===== config.mk =====
export PLATFORM = sky130hd
export DESIGN_NAME = pc_update_unit
export DESIGN_NICKNAME = d
export VERILOG_FILES = /design/src/rtl/pc_update_unit.sv
export SDC_FILE = /design/constraint.sdc
export NUM_CORES = 1
export LEC_CHECK = 0
export ABC_AREA = 1
export BUFFER_PORTS_ARGS = -buffer_cell sky130_fd_sc_hd__buf_2
export CAP_MARGIN = 25
export CORE_UTILIZATION = 47
export CTS_BUF_LIST = sky130_fd_sc_hd__clkbuf_4 sky130_fd_sc_hd__clkbuf_8
export DETAILED_ROUTE_END_ITERATION = 12
export PLACE_DENSITY = 0.78
export SYNTH_ARGS = -nofsm -noshare
export SYNTH_HDL_FRONTEND = slang
export SYNTH_SLANG_ARGS = --single-unit

===== constraint.sdc =====
create_clock -name clk -period 1.7 [get_ports clk]
set_input_delay 0.17 -clock clk [delete_from_list [all_inputs] [get_ports clk]]
set_output_delay 0.17 -clock clk [all_outputs]
set_load 0.05 [all_outputs]

===== src/rtl/pc_update_unit.sv =====
// Program-counter register stage: unconditional/conditional PC loads, alignment
// screening, and the two-step exception entry (capture EPC, then load handler vector).
module pc_update_unit #(
  parameter logic [31:0] RESET_PC     = 32'h0000_0000,
  parameter int unsigned PC_INC       = 4,
  parameter int unsigned VECTOR_WIDTH = 8,
  parameter bit          CHECK_ALIGN  = 1'b1
) (
  input  logic        clk,
  input  logic        reset,
  input  logic [31:0] pc_in,
  input  logic        pc_write,
  input  logic        pc_write_cond,
  input  logic [1:0]  branch_op,
  input  logic        alu_zero,
  input  logic        alu_lt,
  input  logic        alu_gt,
  input  logic        exc_req,
  input  logic        vector_load,
  output logic [31:0] pc_out,
  output logic [31:0] epc_out,
  output logic        exc_busy,
  output logic        pc_loaded,
  output logic        misaligned,
  output logic        exc_overrun
);

  typedef enum logic {ST_RUN, ST_EXC_WAIT} state_t;

  state_t      r_state;
  logic [31:0] r_pc;
  logic [31:0] r_epc;
  logic        r_loaded;
  logic        r_misal;
  logic        r_overrun;

  logic        w_cond;
  logic        w_take;
  logic        w_load_ok;

  function automatic logic branch_cond(input logic [1:0] op, input logic z,
                                       input logic lt, input logic gt);
    case (op)
      2'b00:   branch_cond = z;
      2'b01:   branch_cond = ~z;
      2'b10:   branch_cond = z | lt;
      default: branch_cond = gt;
    endcase
  endfunction

  always_comb begin
    w_cond    = branch_cond(branch_op, alu_zero, alu_lt, alu_gt);
    w_take    = pc_write | (pc_write_cond & w_cond);
    w_load_ok = (pc_in[1:0] == 2'b00) || !CHECK_ALIGN;
  end

  always_ff @(posedge clk) begin
    if (reset) begin
      r_state   <= ST_RUN;
      r_pc      <= RESET_PC;
      r_epc     <= 32'h0;
      r_loaded  <= 1'b0;
      r_misal   <= 1'b0;
      r_overrun <= 1'b0;
    end else begin
      r_loaded <= 1'b0;
      r_misal  <= 1'b0;
      case (r_state)
        ST_RUN: begin
          // Exception entry outranks any PC load requested in the same cycle.
          if (exc_req) begin
            r_epc   <= r_pc - 32'(PC_INC);
            r_state <= ST_EXC_WAIT;
          end else if (w_take) begin
            if (w_load_ok) begin
              r_pc     <= pc_in;
              r_loaded <= 1'b1;
            end else begin
              r_misal  <= 1'b1;
            end
          end
        end
        ST_EXC_WAIT: begin
          if (exc_req) r_overrun <= 1'b1;
          if (vector_load) begin
            r_pc     <= 32'(pc_in[VECTOR_WIDTH-1:0]);
            r_loaded <= 1'b1;
            r_state  <= ST_RUN;
          end
        end
        default: r_state <= ST_RUN;
      endcase
    end
  end

  assign pc_out      = r_pc;
  assign epc_out     = r_epc;
  assign exc_busy    = (r_state == ST_EXC_WAIT);
  assign pc_loaded   = r_loaded;
  assign misaligned  = r_misal;
  assign exc_overrun = r_overrun;

endmodule

==> impl_metrics.json <==
{
  "setup_violations": 0,
  "hold_start": "pc_in[6]",
  "leakagePower_nw": 2.30,
  "clkTransAtPathRegs_ns": 0.07,
  "ys_seq_area_share_pct": 39.8,
  "avgViaCountPerCell": 5.11,
  "cp.arrival_ns": 1.80,
  "wirelength_um": 10100,
  "num_antenna_cells": 0,
  "antenna_found_initial": 0,
  "grt_overflow_total": 0,
  "synth.avg_cell_area_um2": 6.51,
  "start_util_pct": 49.5,
  "tightest_slew_ns": 0.607,
  "fin_nets": 679,
  "crit_fanout": 4,
  "cts_sinks": 68,
  "grt_use_total_pct": 27.2,
  "io_buffers": 110,
  "worstReg2RegStart": "pc_out[3]",
  "wl_per_cell_um": 13.7,
  "min_to": "pc_out[6]",
  "globalplace.congestion": 0.941,
  "status": "finished clean",
  "synth_edf_count": 0,
  "grt_max_degree": 47,
  "power_density_mw_per_mm2": 1080,
  "cts-root-buf": "clkbuf_8",
  "grt_first_pass_wirelength_um": 16000,
  "finalCritPeriodShare_pct": 90.9,
  "grt_pass1_vias": 3221,
  "ff2ff_path_depth": 9,
  "rr_endpoint": "epc_out[25]",
  "yosys_warnings": 0,
  "n_fill_cell": 702,
  "drive_gt1_share_pct": 23.9,
  "vias": 3758,
  "synth_nets": 569,
  "synth_flop_cell": "dfxtp_1",
  "period_minus_slack_ns": 1.55,
  "rows": 30,
  "syn_to_final_growth_pct": 27.7,
  "fp.dieW_um": 87.3,
  "cts_buffers": 9,
  "finalMaxSlewViolations": 0,
  "worstPathRequired_ns": 1.95,
  "drv_cap": 0,
  "min_delay_path_depth": 3,
  "final_hold_viol_count": 0,
  "cts_tree": "done",
  "critPathKind": "flop to flop",
  "io_pins": 111,
  "syn_inst": 525,
  "pre_cts_ws_ns": 0.0626,
  "tns_ns": 0,
  "finClkSkew_ns": 0.00758,
  "whs_ns": 0.0455,
  "utilization_pct": 63.2,
  "dieArea_mm2": 0.00762,
  "cts_buffer_depth": 2,
  "h-tree-depth": 3,
  "rrSetupSlack_ns": 0.15,
  "die_h_um": 87.3,
  "clock.fmax_mhz": 647,
  "ys_ff_latch": 68,
  "irDropWorstVdd_mv": 0.434,
  "drc_errors": 0,
  "core_mm2": 0.00691,
  "synth.distinct_cells": 25,
  "insertion_delay_ns": 0.35,
  "postRouteAntennaNets": 0,
  "drtIter0Drc": 263,
  "synth-async-reset-ratio_pct": 0,
  "crit_path_end_kind": "flop",
  "drtPass1Iterations": 5,
  "setup_ws_ns": 0.154,
  "min_path_type": "primary input to flop",
  "syn_area_mm2": 0.00342,
  "start_kind": "flop",
  "relSlewSlack_pct": 59.5,
  "place_hpwl_um": 7330
}
Yosys cell counts, types with 2 or more instances:
library cell    n  area [um^2]
nor2_1        105          394
nand2_1        84          315
nand3_1        79          395
dfxtp_1        68         1360
inv_1          59          221
a21oi_1        46          230
o21ai_0        26          130
clkbuf_1       12         45.0
buf_2          10         50.1
xor2_1          9         78.8
nand4_1         8         50.1
buf_1           3         11.3
nor2_2          3         18.8
o21bai_1        2         15.0
final cells by class:
type,instances,area [um^2],area share (%)
clock buffer,11,151,3.47
sequential,68,1360,31.2
clock inverter,5,83.8,1.92
multi-input combinational,372,1750,40.2
tap,96,120,2.75
timing repair buffer,124,668,15.3
inverter,60,225,5.16
cells in the final DEF (no fill, tap or decap), types with 2 or more instances in the layout:
master / synthesis / final
nor2_2: 3 / 4
nand2_1: 84 / 84
nor2_4: 0 / 2
buf_2: 10 / 110
clkbuf_8: 0 / 11
nor2_1: 105 / 102
xor2_1: 9 / 9
clkinvlp_4: 0 / 2
dfxtp_1: 68 / 67
a21oi_1: 46 / 46
o21ai_0: 26 / 26
nand3_1: 79 / 79
bufinv_16: 0 / 2
buf_4: 0 / 13
inv_1: 59 / 59
nand4_1: 8 / 8
o21bai_1: 2 / 2
worst max-delay path, cell delays in order, from the launching register on:
cell     delay, ns
dfxtp_1       0.32
nor2_1        0.25
nand2_1       0.15
nor2_2        0.22
buf_4         0.17
nand3_1       0.08
nand2_1       0.07
nand3_1       0.09
nand2_1       0.07
inv_1         0.03
where the power goes:
part	total, mW	internal [mW]	leakage [nW]	switching (mW)
sequential	1.79	1.70	0.558	0.0804
clock	1.57	0.908	0.112	0.659
combinational	1.36	0.404	1.63	0.957
total	4.71	3.02	2.30	1.70
logic make-up (layout without fill, tap and decap cells):
| kind of cell | count (synthesis) | count (layout) | share of synthesized area, % |
|---|---|---|---|
| simple gates | 284 | 284 | 35.8 |
| buf+inv | 85 | 200 | 9.70 |
| compound gates | 77 | 77 | 11.7 |
| flops | 68 | 68 | 39.8 |
| xor+xnor | 10 | 10 | 2.56 |
| fa+ha+maj | 1 | 1 | 0.366 |
timing repair:
item | CTS | global route
gates resized for setup | 0 | 5
endpoints found under the setup margin | 0 | 8
hold buffers | 0 | 0
setup buffers | 0 | 2
state kept, by name, indices dropped and copies added, names as in the netlist:
name / count
epc_out: 32
exc_busy: 1
misaligned: 1
pc_loaded: 1
exc_overrun: 1
pc_out: 32
metrics by stage:
step	std cells	instance area (um^2)	power, mW
final	736	4360	4.71
after global routing	736	4360	4.93
after CTS	734	4330	4.70
after detailed placement	718	4100	3.15
after global placement	718	4100	3.13
after floorplan	525	3420	2.80
worst max-delay path by stage:
stage          startpoint           to  slack [ns]  cells past startpoint
3_5_place_dp    pc_out[2]  epc_out[12]        0.06                      8
2_1_floorplan   pc_out[3]  epc_out[28]        0.02                      9
5_1_grt         pc_out[2]  epc_out[22]      -0.002                      9
4_1_cts         pc_out[2]  epc_out[28]        0.02                      9
6_report        pc_out[3]  epc_out[25]        0.15                      9
3_3_place_gp    pc_out[2]  epc_out[28]        0.13                      9
metal layers:
metal	vias to the layer above	share of wire [%]	routed length [um]	GRT usage (%)
li1	1909	-	-	-
met1	1689	47	4720	38.6
met2	145	45	4580	42.3
met3	15	6.1	619	3.70
met4	0	1.7	176	9.24
met5	-	0	0	0
Power figures use the tool's default switching activity.
